`src/rtl/fetch_pkg.sv`:
```
// fetch_pkg: shared constants and the {pc, instr} prefetch entry type.
package fetch_pkg;
  localparam int AW = 32;
  localparam int DW = 32;
  localparam int INSTR_BYTES = 4;
  typedef struct packed {
    logic [AW-1:0] pc;
    logic [DW-1:0] instr;
  } fetch_entry_t;
endpackage

```
`src/rtl/fetch_fifo.sv`:
```
// fetch_fifo: synchronous prefetch FIFO of fetch_entry_t with flush; push+pop when full is legal.
module fetch_fifo
  import fetch_pkg::*;
#(
  parameter int DEPTH = 2,
  localparam int PW = $clog2(DEPTH),
  localparam int CW = PW + 1
) (
  input  logic         clk,
  input  logic         rst,
  input  logic         flush,
  input  logic         push,
  input  logic         pop,
  input  fetch_entry_t din,
  output fetch_entry_t head,
  output logic [CW-1:0] count
);
  fetch_entry_t mem [DEPTH];
  logic [PW-1:0] rd_ptr, wr_ptr;
  assign head = mem[rd_ptr];
  always_ff @(posedge clk) begin
    if (rst || flush) begin
      rd_ptr <= '0;
      wr_ptr <= '0;
      count  <= '0;
    end else begin
      wr_ptr <= wr_ptr + PW'(push);
      rd_ptr <= rd_ptr + PW'(pop);
      count  <= count + CW'(push) - CW'(pop);
    end
  end
  always_ff @(posedge clk)
    if (push) mem[wr_ptr] <= din;
endmodule

```
`src/rtl/instr_fetch_ctrl.sv`:
```
// instr_fetch_ctrl: owns the fetch PC, reads the ROM each cycle and feeds decode through a prefetch FIFO.
module instr_fetch_ctrl
  import fetch_pkg::*;
#(
  parameter int ADDRESS_WIDTH = AW,
  parameter int DATA_WIDTH = DW,
  parameter logic [ADDRESS_WIDTH-1:0] RESET_PC = '0,
  parameter int FIFO_DEPTH = 2,
  localparam int CW = $clog2(FIFO_DEPTH) + 1
) (
  input  logic                     clk,
  input  logic                     rst,
  output logic [ADDRESS_WIDTH-1:0] rom_addr,
  input  logic [DATA_WIDTH-1:0]    rom_instr,
  input  logic                     redirect_valid,
  input  logic [ADDRESS_WIDTH-1:0] redirect_pc,
  output logic                     out_valid,
  input  logic                     out_ready,
  output logic [ADDRESS_WIDTH-1:0] out_pc,
  output logic [DATA_WIDTH-1:0]    out_instr,
  output logic                     fetch_fault
);
  logic [ADDRESS_WIDTH-1:0] fetch_pc;
  logic [CW-1:0] count;
  logic push, pop;
  fetch_entry_t head;
  assign rom_addr  = fetch_pc;
  assign out_valid = count != '0;
  assign pop       = out_valid && out_ready;
  assign push      = !redirect_valid && (count < CW'(FIFO_DEPTH) || pop);
  assign out_pc    = head.pc;
  assign out_instr = head.instr;
  fetch_fifo #(.DEPTH(FIFO_DEPTH)) u_fifo (
    .clk  (clk),
    .rst  (rst),
    .flush(redirect_valid),
    .push (push),
    .pop  (pop),
    .din  ('{pc: fetch_pc, instr: rom_instr}),
    .head (head),
    .count(count)
  );
  // Misaligned targets are rounded down to the word and flagged until the next aligned redirect.
  always_ff @(posedge clk) begin
    if (rst) begin
      fetch_pc    <= RESET_PC;
      fetch_fault <= 1'b0;
    end else if (redirect_valid) begin
      fetch_pc    <= {redirect_pc[ADDRESS_WIDTH-1:2], 2'b00};
      fetch_fault <= |redirect_pc[1:0];
    end else if (push) begin
      fetch_pc    <= fetch_pc + ADDRESS_WIDTH'(INSTR_BYTES);
    end
  end
endmodule

```
`config.mk`:
```
export PLATFORM = sky130hd
export DESIGN_NAME = instr_fetch_ctrl
export DESIGN_NICKNAME = d
export VERILOG_FILES = /design/src/rtl/fetch_pkg.sv /design/src/rtl/fetch_fifo.sv /design/src/rtl/instr_fetch_ctrl.sv
export SDC_FILE = /design/constraint.sdc
export NUM_CORES = 1
export LEC_CHECK = 0
export ABC_AREA = 0
export CAP_MARGIN = 20
export CORE_UTILIZATION = 38
export CTS_BUF_LIST = sky130_fd_sc_hd__clkbuf_4 sky130_fd_sc_hd__clkbuf_8 sky130_fd_sc_hd__clkbuf_16
export DETAILED_ROUTE_END_ITERATION = 12
export HOLD_SLACK_MARGIN = 0.06
export PLACE_DENSITY = 0.66
export SLEW_MARGIN = 20
export SYNTH_ARGS = -nofsm -noshare
export SYNTH_HDL_FRONTEND = slang
export SYNTH_SLANG_ARGS = --single-unit
```
`constraint.sdc`:
```
create_clock -name clk -period 6.47 [get_ports clk]
set_clock_uncertainty 0.2 [all_clocks]
set_input_delay 1.941 -clock clk [delete_from_list [all_inputs] [get_ports clk]]
set_output_delay 1.941 -clock clk [all_outputs]
set_load 0.05 [all_outputs]
```
==> results of run 1 <==
## power breakdown
group / total, mW / switching [mW] / internal (mW)
Clock: 1.07 / 0.378 / 0.688
Combinational: 0.436 / 0.272 / 0.164
Sequential: 1.21 / 0.0396 / 1.17
Total: 2.71 / 0.690 / 2.02
## state kept, by name (all words and copies together) (netlist names)
| register | count |
|---|---|
| u_fifo.wr_ptr | 1 |
| u_fifo.rd_ptr | 1 |
| fetch_fault | 1 |
| rom_addr | 30 |
| u_fifo.count | 2 |
| u_fifo.mem | 124 |
## Yosys cell counts, types with 2 or more instances
master | instances | area (um2)
nand2_1 | 18 | 67.6
nand3_1 | 15 | 75.1
nor3_1 | 8 | 40.0
and2_1 | 3 | 18.8
nor2_1 | 29 | 109
edfxtp_1 | 124 | 3720
or4_1 | 13 | 97.6
a31oi_1 | 3 | 18.8
and3_1 | 3 | 18.8
nand4_1 | 9 | 56.3
a311oi_1 | 15 | 131
buf_6 | 2 | 22.5
dfxtp_1 | 35 | 701
or3_1 | 3 | 18.8
and4_1 | 4 | 35.0
xor2_1 | 6 | 52.6
nor2b_1 | 2 | 12.5
xnor2_1 | 6 | 52.6
and3_2 | 2 | 15.0
mux2_2 | 62 | 698
nor4_1 | 3 | 18.8
o31ai_1 | 14 | 105
and4_4 | 2 | 22.5
clkbuf_1 | 13 | 48.8
inv_1 | 10 | 37.5
ha_1 | 5 | 62.6
buf_4 | 4 | 30.0
o21ai_0 | 5 | 25.0
buf_1 | 7 | 26.3
a211oi_1 | 10 | 75.1
## metrics by stage
step	cell area (um2)	hold WS, ns	utilization	worst slack [ns]	std cells
2_1_floorplan	6560	0.340	-	1.99	453
4_1_cts	9010	0.317	0.539	1.44	846
5_1_grt	9010	0.343	0.539	1.34	846
3_5_place_dp	8370	0.302	0.501	1.86	814
3_3_place_gp	8370	0.292	0.501	1.92	814
6_report	9010	0.318	0.539	1.48	846
## worst max-delay path, stage by stage, from the launching register on
cell,delay [ns]
dfxtp_2,0.67
buf_4,0.58
mux2_2,0.43
clkdlybuf4s50_1,0.70
## routing by layer
layer,routed length [um],track usage,share of wire
met1,6950,0.233,0.46
met3,889,0.0472,0.059
met2,7180,0.279,0.47
met4,168,0.0524,0.011
met5,0,0,0
## cells by family after synthesis
logic type                 count (synthesis)
DFF                                      159
other                                      1
buffers and inverters                     37
xor gates and xnor gates                  12
muxes                                     62
adders and majority gates                  5
AOI/OAI and AO/OA                         53
and+or+nand+nor                          121
## cell type report
cell class                      instances  area [um2]  share of cell area
Clock inverter                         13         194              0.0215
Multi-Input combinational cell        257        1970               0.219
Sequential cell                       159        4430               0.491
Tap cell                              220         275              0.0306
Clock buffer                           19         440              0.0489
Timing Repair Buffer                  168        1660               0.185
Inverter                               10        37.5             0.00417
## worst max path at each step
stage                    from                 to  slack [ns]  cells past startpoint
2_1_floorplan  redirect_valid   u_fifo.mem[1][0]        1.99                      3
3_3_place_gp    u_fifo.rd_ptr         out_pc[31]        1.92                      3
3_5_place_dp        out_ready  u_fifo.mem[0][34]        1.86                      5
4_1_cts         u_fifo.rd_ptr         out_pc[31]        1.44                      3
5_1_grt         u_fifo.rd_ptr         out_pc[31]        1.34                      3
6_report        u_fifo.rd_ptr         out_pc[31]        1.48                      3
==> tab_implementation.tex, run 1 <==
\begin{tabular}{lr}
\hline
Metric & Value \\
\hline
\multicolumn{2}{l}{\textbf{Clocking}} \\
Maximum level of the CTS H-tree & 4 \\
Count of hold-fix buffers inserted at cts & 0 \\
Clock tree from TritonCTS & built \\
Clock slew seen by the registers of the worst setup and hold paths & 0.06 ns \\
Clock sink count & 159 \\
Max Buffers Root-to-Sink & 2 \\
Clk root buf & clkbuf\_16 \\
Number of resized instances in the post-cts repair step & 0 \\
Clock latency at the later pin of the worst-skew pair & 0.42 ns \\
Post-CTS Setup Repair Bufs & 0 \\
Num CTS Buffers & 17 \\
\multicolumn{2}{l}{\textbf{Synth}} \\
Basic-gate share of the synthesized area counting and, or, nand and nor cells & 0.104 \\
Main flop type after synthesis & edfxtp\_1 \\
Main combinational cell family by area after synthesis & multiplexers \\
Synth Area in Compound Gates & 0.0619 \\
Number of distinct library cells after synthesis & 45 \\
Fraction of the yosys area taken by sequential cells & 0.676 \\
Fraction of synthesized area in multiplexers & 0.107 \\
Synthesized area per cell & 14.6 um2 \\
Total of flip-flops plus latches after synthesis & 159 \\
Adder-cell share of the synthesized area & 0.00955 \\
Xor and xnor area share after synthesis & 0.0161 \\
Warnings, synthesis & 0 \\
Share of async-settable or async-resettable flops after synthesis & 0 \\
Cells after synthesis & 450 \\
Number of synthesized flops with an enable pin & 124 \\
Cell Area, Synth & 6550 um2 \\
\multicolumn{2}{l}{\textbf{Status}} \\
Result of the run & complete, no violations \\
\multicolumn{2}{l}{\textbf{Layout}} \\
Highest-count cells in the layout ignoring fill and taps & clkdlybuf4s50\_1, edfxtp\_1, mux2\_2 \\
\# diodes & 0 \\
FILL cells & 1392 \\
Most common library cell in the layout ignoring fill and taps & clkdlybuf4s50\_1 \\
Final \#Nets & 686 \\
Fraction of layout cells with a size suffix above 1 & 0.176 \\
Area growth, synth to finish & 37.6\% \\
\multicolumn{2}{l}{\textbf{Critical path}} \\
Arrival time reported for the critical path endpoint & 2.85 ns \\
Worst setup path class & reg -> out \\
Launching element type of the critical path & flop \\
Required time of the critical path & 4.33 ns \\
Beginning of the worst register-to-register path & u\_fifo.count[1] \\
Setup slack of the worst register-to-register path & 3.89 ns \\
FF-to-FF End & u\_fifo.mem[0][39] \\
Largest fanout on the critical path & 42 \\
Category of the worst setup path capture point & output pin \\
Number of cell instances on the worst register-to-register path & 4 \\
\multicolumn{2}{l}{\textbf{Die}} \\
Initial standard-cell utilization of the core & 0.392 \\
Number of core rows & 47 \\
Overall die area & 17800 um2 \\
Core ar. & 16700 um2 \\
Die Height & 133 um \\
I/O pin cnt & 166 \\
Width of the die & 133 um \\
\multicolumn{2}{l}{\textbf{Route}} \\
Via density per instance & 5.24 \\
Antenna Violating Nets Remaining & 0 \\
Number of iterations in the first detailed-routing pass & 4 \\
Initial drt markers & 312 \\
Routed wire length & 15200 um \\
Routed wire per std cell & 18.0 um \\
Residual DRC count & 0 \\
DR vias & 4430 \\
\multicolumn{2}{l}{\textbf{Place}} \\
HPWL after detailed placement & 10400 um \\
Weighted congestion at the end of routability-driven global placement & 0.765 \\
Total of buffers placed on input and output ports & 161 \\
\multicolumn{2}{l}{\textbf{Global route}} \\
Remaining global-route overflow & 0 \\
Maximum number of pins on one net before global-route repair & 51 \\
Via count of the first global-routing pass & 4225 \\
Global-route usage over all layers & 0.175 \\
Wire length of the first global-routing pass & 23400 um \\
Antenna violations before repair & 0 \\
\multicolumn{2}{l}{\textbf{Min path}} \\
End of the worst hold path & fetch\_fault \\
Path class of the lowest-slack min-delay path & reg -> reg \\
Hold path startpoint & fetch\_fault \\
Cell depth of the worst hold path & 2 \\
\multicolumn{2}{l}{\textbf{Power and ir drop}} \\
Worst vdd rail ir drop & 0.193 mV \\
Power density over cell area & 301 nW/um2 \\
Static leakage power & 3.04 nW \\
Total design power & 2.71 mW \\
\multicolumn{2}{l}{\textbf{STA}} \\
Max Slew Vio Count & 0 \\
Final Hold Viols & 0 \\
Setup repair after global routing missed its margin & no \\
Achievable clock frequency & 200 MHz \\
Worst-margin pin slew & 0.603 ns \\
Min Tclk post-route & 4.99 ns \\
Fraction of the cycle the final worst path needs & 0.771 \\
Final TNS setup & 0 ns \\
Number of setup violations in the final report & 0 \\
Normalized max-slew margin & 0.598 \\
\multicolumn{2}{l}{\textbf{Flow run}} \\
Total of max-cap violations & 0 \\
\hline
\end{tabular}
Note: power is estimated with default switching activity, not from simulation.
==> run 2, diff against run 1 <==
PLACE_DENSITY = 0.68   (was 0.66)
clock period = 4.41 ns   (was 6.47 ns; I/O delays follow)
==> tab_implementation.tex, run 2 (same netlist as run 1, synthesis figures left out) <==
\begin{tabular}{lr}
\hline
Metric & Value \\
\hline
\multicolumn{2}{l}{\textbf{Global route}} \\
Antenna violations before repair & 0 \\
Maximum number of pins on one net before global-route repair & 40 \\
Wire length of the first global-routing pass & 23700 um \\
Via count of the first global-routing pass & 4389 \\
Global-route usage over all layers & 0.176 \\
Remaining global-route overflow & 0 \\
\multicolumn{2}{l}{\textbf{Die}} \\
Initial standard-cell utilization of the core & 0.392 \\
Core ar. & 16700 um2 \\
Die Height & 133 um \\
Overall die area & 17800 um2 \\
Number of core rows & 47 \\
Width of the die & 133 um \\
I/O pin cnt & 166 \\
\multicolumn{2}{l}{\textbf{STA}} \\
Setup repair after global routing missed its margin & no \\
Normalized max-slew margin & 0.463 \\
Final TNS setup & 0 ns \\
Max Slew Vio Count & 0 \\
Min Tclk post-route & 3.84 ns \\
Fraction of the cycle the final worst path needs & 0.871 \\
Worst-margin pin slew & 0.802 ns \\
Number of setup violations in the final report & 0 \\
Achievable clock frequency & 260 MHz \\
Final Hold Viols & 0 \\
\multicolumn{2}{l}{\textbf{Power and ir drop}} \\
Net switching power & 996 uW \\
Seq pwr share & 0.446 \\
Power density over cell area & 437 nW/um2 \\
Internal Pwr Total & 2.97 mW \\
Clock network fraction of design power & 0.390 \\
Logic pwr share & 0.164 \\
Switching power as a share of total power & 0.251 \\
Worst vdd rail ir drop & 0.280 mV \\
Static leakage power & 3.07 nW \\
\multicolumn{2}{l}{\textbf{Route}} \\
Routed wire per std cell & 17.9 um \\
Antenna Violating Nets Remaining & 0 \\
Via density per instance & 5.16 \\
Initial drt markers & 225 \\
Routed wire length & 15200 um \\
DR vias & 4393 \\
Residual DRC count & 0 \\
Number of iterations in the first detailed-routing pass & 5 \\
\multicolumn{2}{l}{\textbf{Layout}} \\
Area of combinational cells with multiple inputs & 1990 um2 \\
Number of flip-flops in the largest register & 124 \\
Fraction of layout cells with a size suffix above 1 & 0.181 \\
Most flop-heavy register & u\_fifo.mem \\
Highest-count cells in the layout ignoring fill and taps & clkdlybuf4s50\_1, edfxtp\_1, mux2\_2 \\
Area occupied by registers & 4430 um2 \\
Most common library cell in the layout ignoring fill and taps & clkdlybuf4s50\_1 \\
Cell area after layout & 9070 um2 \\
\# diodes & 0 \\
Final \#Nets & 691 \\
Area growth, synth to finish & 38.6\% \\
FILL cells & 1396 \\
\multicolumn{2}{l}{\textbf{Critical path}} \\
Number of cell instances on the worst register-to-register path & 4 \\
Critical path startpoint & u\_fifo.rd\_ptr \\
FF-to-FF End & rom\_addr[28] \\
Largest fanout on the critical path & 39 \\
Required time of the critical path & 2.89 ns \\
Arrival time reported for the critical path endpoint & 2.32 ns \\
Category of the worst setup path capture point & output pin \\
Setup slack of the worst register-to-register path & 1.92 ns \\
Crit path to & out\_pc[27] \\
Worst setup path class & reg -> out \\
Beginning of the worst register-to-register path & rom\_addr[9] \\
Launching element type of the critical path & flop \\
\multicolumn{2}{l}{\textbf{Min path}} \\
Path class of the lowest-slack min-delay path & reg -> reg \\
\multicolumn{2}{l}{\textbf{Place}} \\
Total of buffers placed on input and output ports & 161 \\
Area of placed instances & 8440 um2 \\
HPWL after detailed placement & 10500 um \\
Weighted congestion at the end of routability-driven global placement & 0.827 \\
\multicolumn{2}{l}{\textbf{Clocking}} \\
Clock slew seen by the registers of the worst setup and hold paths & 0.06 ns \\
Number of resized instances in the post-cts repair step & 0 \\
Maximum level of the CTS H-tree & 4 \\
Num CTS Buffers & 17 \\
Post-CTS Setup Repair Bufs & 0 \\
Clock tree from TritonCTS & built \\
Clk root buf & clkbuf\_16 \\
Max Buffers Root-to-Sink & 2 \\
Count of hold-fix buffers inserted at cts & 0 \\
Clock sink count & 159 \\
Clock latency at the later pin of the worst-skew pair & 0.41 ns \\
\multicolumn{2}{l}{\textbf{Flow run}} \\
Total of max-cap violations & 0 \\
\multicolumn{2}{l}{\textbf{Status}} \\
Result of the run & complete, no violations \\
\hline
\end{tabular}
## run 2: changes by cell type in the layout (fill, tap and decap cells not counted), sizes merged
cell	delta
buf	+5
clkinv	-1
inv	+1
## run 2: cell type report
type	instances	area share
sequential	159	0.488
multi-input combinational	257	0.219
timing repair buffer	173	0.189
clock buffer	19	0.0485
tap	220	0.0303
clock inverter	13	0.0212
inverter	10	0.00414
## run 2: metrics by stage
step	hold slack (ns)	setup WS [ns]	power (mW)	utilization	std cells
finish	0.329	0.571	3.96	0.543	851
global placement	0.309	0.788	2.44	0.505	819
CTS	0.334	0.541	4.00	0.543	851
global route	0.347	0.482	4.10	0.543	851
detailed placement	0.325	0.676	2.45	0.505	819
floorplan	0.340	0.546	2.19	-	453
## run 2: power by group through the flow
stage / Combinational, mW / Clock [mW] / Sequential, mW
finish: 0.650 / 1.55 / 1.77
global route: 0.679 / 1.64 / 1.78
CTS: 0.654 / 1.58 / 1.77
detailed placement: 0.651 / 0 / 1.80
global placement: 0.648 / 0 / 1.80
floorplan: 0.339 / 0 / 1.85
## run 2: how the worst min path moves through the flow
stage,startpoint,end,slack [ns],depth (start not counted)
2_1_floorplan,u_fifo.wr_ptr,u_fifo.wr_ptr,0.34,3
3_3_place_gp,rom_addr[26],u_fifo.mem[1][58],0.31,0
3_5_place_dp,rom_addr[26],u_fifo.mem[1][58],0.33,0
4_1_cts,rom_addr[26],u_fifo.mem[1][58],0.33,0
5_1_grt,rom_addr[26],u_fifo.mem[1][58],0.35,0
6_report,rom_addr[26],u_fifo.mem[1][58],0.33,0
## run 2: critical path: stages, from the launching register on
cell and delay (ns):
dfxtp_2 0.32, buf_4 0.44, mux2_2 0.40, clkdlybuf4s50_1 0.73
## run 2: layer usage
| layer | track usage | part of all wire |
|---|---|---|
| met1 | 0.221 | 0.43 |
| met2 | 0.290 | 0.49 |
| met3 | 0.0510 | 0.068 |
| met4 | 0.0600 | 0.011 |
| met5 | 0 | 0 |
==> run 3, diff against run 2 <==
CTS_BUF_LIST = sky130_fd_sc_hd__clkbuf_2   (was sky130_fd_sc_hd__clkbuf_4 sky130_fd_sc_hd__clkbuf_8 sky130_fd_sc_hd__clkbuf_16)
HOLD_SLACK_MARGIN = 0.02   (was 0.06)
==> tab_implementation.tex, run 3 (same netlist as run 1, synthesis figures left out) <==
\begin{tabular}{lr}
\hline
Metric & Value \\
\hline
\multicolumn{2}{l}{\textbf{Global route}} \\
Remaining global-route overflow & 0 \\
Global-route usage over all layers & 0.175 \\
Via count of the first global-routing pass & 4362 \\
Wire length of the first global-routing pass & 23400 um \\
Maximum number of pins on one net before global-route repair & 40 \\
Antenna violations before repair & 0 \\
\multicolumn{2}{l}{\textbf{Min path}} \\
Path class of the lowest-slack min-delay path & reg -> reg \\
\multicolumn{2}{l}{\textbf{Die}} \\
Core ar. & 16700 um2 \\
Number of core rows & 47 \\
I/O pin cnt & 166 \\
Initial standard-cell utilization of the core & 0.392 \\
Width of the die & 133 um \\
Die Height & 133 um \\
Overall die area & 17800 um2 \\
\multicolumn{2}{l}{\textbf{STA}} \\
Fraction of the cycle the final worst path needs & 0.940 \\
Number of setup violations in the final report & 0 \\
Setup repair after global routing missed its margin & no \\
Min Tclk post-route & 4.14 ns \\
Final TNS setup & 0 ns \\
WHS & 0.345 ns \\
Final Hold Viols & 0 \\
Normalized max-slew margin & 0.472 \\
Achievable clock frequency & 241 MHz \\
Max Slew Vio Count & 0 \\
Setup slack of the critical path after layout & 0.265 ns \\
Worst-margin pin slew & 0.790 ns \\
\multicolumn{2}{l}{\textbf{Layout}} \\
Most flop-heavy register & u\_fifo.mem \\
Final \#Nets & 691 \\
Area of combinational cells with multiple inputs & 1990 um2 \\
Area growth, synth to finish & 33.3\% \\
Area occupied by registers & 4430 um2 \\
Number of flip-flops in the largest register & 124 \\
FILL cells & 1437 \\
\# diodes & 0 \\
Final core occ & 0.523 \\
Fraction of layout cells with a size suffix above 1 & 0.181 \\
Highest-count cells in the layout ignoring fill and taps & clkdlybuf4s50\_1, edfxtp\_1, mux2\_2 \\
Cell area after layout & 8730 um2 \\
Most common library cell in the layout ignoring fill and taps & clkdlybuf4s50\_1 \\
Non-filler instance count after layout & 851 \\
\multicolumn{2}{l}{\textbf{Power and ir drop}} \\
Seq pwr share & 0.533 \\
Internal Pwr Total & 2.38 mW \\
Logic pwr share & 0.196 \\
Clock network fraction of design power & 0.271 \\
Worst vdd rail ir drop & 0.144 mV \\
Power density over cell area & 379 nW/um2 \\
Static leakage power & 2.93 nW \\
Net switching power & 928 uW \\
Switching power as a share of total power & 0.280 \\
Total design power & 3.31 mW \\
\multicolumn{2}{l}{\textbf{Route}} \\
Routed wire per std cell & 17.8 um \\
Initial drt markers & 242 \\
Routed wire length & 15100 um \\
Residual DRC count & 0 \\
Antenna Violating Nets Remaining & 0 \\
DR vias & 4408 \\
Number of iterations in the first detailed-routing pass & 5 \\
Via density per instance & 5.18 \\
\multicolumn{2}{l}{\textbf{Clocking}} \\
Number of resized instances in the post-cts repair step & 0 \\
Clock tree from TritonCTS & built \\
Count of hold-fix buffers inserted at cts & 0 \\
Maximum level of the CTS H-tree & 4 \\
Clock latency at the later pin of the worst-skew pair & 0.69 ns \\
Num CTS Buffers & 17 \\
Clock slew seen by the registers of the worst setup and hold paths & 0.19 ns \\
Max Buffers Root-to-Sink & 2 \\
Clock sink count & 159 \\
Clk root buf & clkbuf\_2 \\
Post-CTS Setup Repair Bufs & 0 \\
\multicolumn{2}{l}{\textbf{Place}} \\
Area of placed instances & 8440 um2 \\
Total of buffers placed on input and output ports & 161 \\
Weighted congestion at the end of routability-driven global placement & 0.827 \\
Inst Count DP & 819 \\
Setup slack at placement & 0.676 ns \\
HPWL after detailed placement & 10500 um \\
\multicolumn{2}{l}{\textbf{Critical path}} \\
Category of the worst setup path capture point & output pin \\
Critical path cell sequence & buf\_4, mux2\_2, clkdlybuf4s50\_1 \\
Required time of the critical path & 2.89 ns \\
Arrival time reported for the critical path endpoint & 2.62 ns \\
Count of buffer and inverter cells on the critical path & 2 \\
Family with the most delay on the worst path & buffers and inverters \\
Crit-path slowest cell & clkdlybuf4s50\_1 \\
Worst setup path class & reg -> out \\
Launching element type of the critical path & flop \\
Critical Path Max Stage Delay & 0.72 ns \\
Largest fanout on the critical path & 39 \\
\multicolumn{2}{l}{\textbf{Flow run}} \\
Total of max-cap violations & 0 \\
\multicolumn{2}{l}{\textbf{Status}} \\
Result of the run & complete, no violations \\
\hline
\end{tabular}
## run 3: per-layer routing
metal | global-route usage | share of wire | wire length (um)
met5 | 0 | 0 | 0
met4 | 0.0619 | 0.0090 | 136
met3 | 0.0502 | 0.069 | 1040
met2 | 0.288 | 0.49 | 7360
met1 | 0.219 | 0.44 | 6590
## run 3: layout make-up
class	count	area share
Timing Repair Buffer	173	0.196
Sequential cell	159	0.507
Clock buffer	19	0.0109
Tap cell	220	0.0315
Clock inverter	13	0.0221
Multi-Input combinational cell	257	0.228
Inverter	10	0.00430
## run 3: final timing paths
| path | slack, ns | endpoint | startpoint | depth (start not counted) |
|---|---|---|---|---|
| hold / removal | 0.35 | u_fifo.mem[1][58] | rom_addr[26] | 0 |
| setup / recovery | 0.27 | out_pc[26] | u_fifo.rd_ptr | 3 |
| setup reg to reg | 1.86 | rom_addr[26] | rom_addr[9] | 4 |
| hold reg to reg | 0.35 | u_fifo.mem[1][58] | rom_addr[26] | 0 |
## run 3: power groups by stage
stage / clock network [mW] / registers, mW / logic [mW]
global route: 0.988 / 1.78 / 0.678
floorplan: 0 / 1.85 / 0.339
global placement: 0 / 1.80 / 0.648
detailed placement: 0 / 1.80 / 0.651
CTS: 0.929 / 1.77 / 0.654
finish: 0.896 / 1.77 / 0.650
==> RTL change 1 (flow settings as in run 2) <==
Change the package constant `AW` from 32 to 16.
--- a/src/rtl/fetch_pkg.sv
+++ b/src/rtl/fetch_pkg.sv
@@ -1,6 +1,6 @@
 // fetch_pkg: shared constants and the {pc, instr} prefetch entry type.
 package fetch_pkg;
-  localparam int AW = 32;
+  localparam int AW = 16;
   localparam int DW = 32;
   localparam int INSTR_BYTES = 4;
   typedef struct packed {
Interface: changed (resized out_pc, redirect_pc and rom_addr); port bits go from 166 to 118. No check against the original RTL was run, so the function may have changed too.
==> RTL change 1 against run 2 <==
Via count shrank 42%. Register-to-register slack better by 0.46 ns. Sequential cell count is 48 lower. Wire length shrank 46%. Fmax up 2.2%. Critical path type unchanged. Highest routed layer unchanged. Synthesized area is 34% lower. Sequential share of layout area is 4.3 points higher. Final area decreased by 35%. Sequential power down 31%. Power is 36% lower. Largest cell class unchanged. Combinational power decreased by 29%. Worst setup slack improved by 0.082 ns. Non-clock buffer count decreased by 57.
==> RTL change 1: results (changes against run 2) <==
Initial DRT Pass Iterations 6 (+1); via count of the first global-routing pass 2537 (-42%); HP Start fetch_fault; Cells after Synth 268 (-40%); post-synthesis sequential area ratio 72.6% (+5.1 points); largest net degree at the start of global routing 47 (+18%); PortBufs 113 (-30%); first-pass GRT wire length 12.8 mm (-46%); Inst Count DP 512 (-37%); EDFF count, synth 92 (-26%); Worst R2R Setup Slack 2.38 ns (+0.46 ns); number of cells on the worst reg-to-reg path 5 (+1); final wirelength 8.17 mm (-46%); post-synth cell types 35 (-22%); Reg2Reg Launch Point rom_addr[2]; Post-Place Setup Slack 0.942 ns (+0.265 ns); TritonCTS Buffers 9 (-8); most area-consuming cells after synthesis edfxtp_1, mux2_2, dfxtp_1; static leakage 0.00199 µW (-35%); Hold Path End fetch_fault; Hold Path Stages 2 (+2); fraction of layout cells with a size suffix above 1 16.2% (-1.8 points); DP Wirelength 5.32 mm (-50%); gr usage total 14.6% (-3.0 points); status finished clean
RTL change 1: cell types whose count changed in the layout (fill, tap and decap cells not counted), moves of 9 or more:
| cell | before | now |
|---|---|---|
| clkdlybuf4s50_1 | 161 | 113 |
| edfxtp_1 | 124 | 92 |
| mux2_2 | 62 | 39 |
| dfxtp_1 | 34 | 18 |
| o31ai_1 | 14 | 0 |
| or4_1 | 13 | 0 |
| nor2_1 | 29 | 18 |
| a311oi_1 | 15 | 5 |
| nand3_1 | 15 | 5 |
| buf_4 | 11 | 2 |
RTL change 1: report_power, final:
group	switching, µW	internal [µW]	total, µW
logic	287	176	463
clock network	368	457	826
registers	30.7	1200	1230
RTL change 1: kinds of logic after synthesis:
kind of cell / Yosys count / synth area share [%]
multiplexers: 46 / 12.0
XOR/XNOR: 11 / 2.23
AO/OA/AOI/OAI: 21 / 3.35
adder cells (fa/ha/maj): 3 / 0.867
other: 1 / 0.0866
AND/OR/NAND/NOR: 56 / 6.62
buffers and inverters: 19 / 2.25
flip-flops: 111 / 72.6
RTL change 1: worst max path at each step:
stage / start / end / slack (ns) / depth (start not counted)
after detailed placement: out_ready / rom_addr[15] / 0.94 / 5
final: u_fifo.rd_ptr / out_pc[15] / 0.65 / 3
after global routing: u_fifo.rd_ptr / out_pc[14] / 0.56 / 3
after global placement: u_fifo.rd_ptr / out_pc[14] / 0.99 / 3
after floorplan: redirect_valid / u_fifo.mem[1][0] / 0.42 / 2
after CTS: u_fifo.rd_ptr / out_pc[15] / 0.61 / 3
RTL change 1: metal layers:
| metal | up-vias | GRT usage, % | wire length (µm) |
|---|---|---|---|
| li1 | 1237 | - | - |
| met1 | 1230 | 18.8 | 3640 |
| met2 | 85 | 23.6 | 3860 |
| met3 | 9 | 3.65 | 587 |
| met4 | 0 | 5.60 | 82 |
| met5 | - | 0 | 0 |
RTL change 1: per-stage QoR:
stage	cell area, µm²	power (µW)
floorplan	4340	1550
global placement	5610	1720
detailed placement	5610	1720
CTS	5920	2550
global route	5920	2620
finish	5920	2520
RTL change 1: layout make-up:
| cell class | instances | area (µm²) |
|---|---|---|
| fill | 904 | 5060 |
| sequential | 111 | 3140 |
| timing repair buffer | 116 | 1170 |
| multi-input combinational | 141 | 1110 |
| clock buffer | 10 | 233 |
| tap | 140 | 175 |
| clock inverter | 6 | 77.6 |
| inverter | 4 | 15.0 |
RTL change 1: worst min-delay path, cell delays in order (launching register included):
cell and delay, ns:
dfxtp_1 0.32, nor2_1 0.10, a211oi_1 0.05
==> RTL change 2 (settings of run 2) <==
Made on the original files. Register the output `fetch_fault` once more; this adds one clock of latency there. The other outputs are not delayed to match.
--- a/src/rtl/instr_fetch_ctrl.sv
+++ b/src/rtl/instr_fetch_ctrl.sv
@@ -20,6 +20,8 @@
   output logic [DATA_WIDTH-1:0]    out_instr,
   output logic                     fetch_fault
 );
+
+  logic fetch_fault_s0;
   logic [ADDRESS_WIDTH-1:0] fetch_pc;
   logic [CW-1:0] count;
   logic push, pop;
@@ -44,13 +46,17 @@
   always_ff @(posedge clk) begin
     if (rst) begin
       fetch_pc    <= RESET_PC;
-      fetch_fault <= 1'b0;
+      fetch_fault_s0 <= 1'b0;
     end else if (redirect_valid) begin
       fetch_pc    <= {redirect_pc[ADDRESS_WIDTH-1:2], 2'b00};
-      fetch_fault <= |redirect_pc[1:0];
+      fetch_fault_s0 <= |redirect_pc[1:0];
     end else if (push) begin
       fetch_pc    <= fetch_pc + ADDRESS_WIDTH'(INSTR_BYTES);
     end
   end
+  always_ff @(posedge clk) begin
+    fetch_fault <= fetch_fault_s0;
+  end
+
 endmodule
 
Function: changed (a bounded check fails within 4 cycles, from zero or initial values and one cycle with rst high).
==> RTL change 2 against run 2 <==
Final area down 1.1%. Combinational power down 0.6%. Synthesized area up 0.31%. Via count up 0.68%. Core utilization down 0.60 points. Wire length down 1.7%. Power down 5.6%. Sequential cell count up 1. Worst setup slack better by 0.071 ns. Critical path type unchanged. Largest power group unchanged. Highest routed layer unchanged.
==> RTL change 2: results (changes against run 2) <==
# fillers 1414 (+1.3%); first-pass GRT wire length 23.0 mm (-2.9%); compound-gate portion of the synthesized area 6.17% (-0.019 points); DP Wirelength 10.0 mm (-4.9%); status finished clean; mux cell area share after synthesis 10.6% (-0.033 points); Synth top cells by count edfxtp_1, mux2_2, dfxtp_1; Reg2Reg Launch Point rom_addr[17]; routed wl met3 1.11 mm (+7.4%); M1 WL 6.41 mm (-2.5%); most area-consuming cells after synthesis edfxtp_1, dfxtp_1, mux2_2; routed wl met2 7.17 mm (-3.4%); DR vias 4423 (+0.68%); XOR/XNOR share of the synthesized area 1.60% (-0.0049 points); CP max stage delay 0.70 ns (-0.03 ns); nets@finish 688 (-0.43%); largest net degree at the start of global routing 63 (+57%); Hold WS 0.155 ns (-0.174 ns); Post-Place Setup Slack 0.756 ns (+0.0798 ns); grt met1 use 21.5% (-0.54 points); Hold Path End fetch_fault; Worst R2R End rom_addr[30]; adder-cell share of the synthesized area 0.953% (-0.0029 points); GP Congestion 0.816 (-1.4%); static leakage 0.00301 µW (-1.9%); HP Start fetch_fault_s0; sequential power share 47.4% (+2.8 points)
-- RTL change 2: cell types whose count changed after synthesis, sizes merged --
cell / run 2 / this run
dfxtp: 35 / 36
-- RTL change 2: cell type report --
class	instances	area (µm²)	share of cell area, %
inverters	10	37.5	0.418
clock inverters	13	97.6	1.09
multi-input cells	257	1990	22.2
well taps	220	275	3.07
clock buffers	18	433	4.82
repair buffers	169	1700	18.9
flip-flops and latches	160	4450	49.5
-- RTL change 2: worst max path at each step --
stage	from	slack, ns	endpoint
floorplan	redirect_valid	0.55	u_fifo.mem[1][0]
global placement	out_ready	0.82	rom_addr[21]
detailed placement	out_ready	0.76	rom_addr[21]
CTS	u_fifo.rd_ptr	0.59	out_pc[14]
global route	u_fifo.rd_ptr	0.53	out_pc[14]
finish	u_fifo.rd_ptr	0.64	out_pc[14]
-- RTL change 2: stage by stage --
stage	area [µm²]	instances
after floorplan	6580	454
after global placement	8440	816
after detailed placement	8440	816
after CTS	8970	847
after global routing	8970	847
final	8970	847
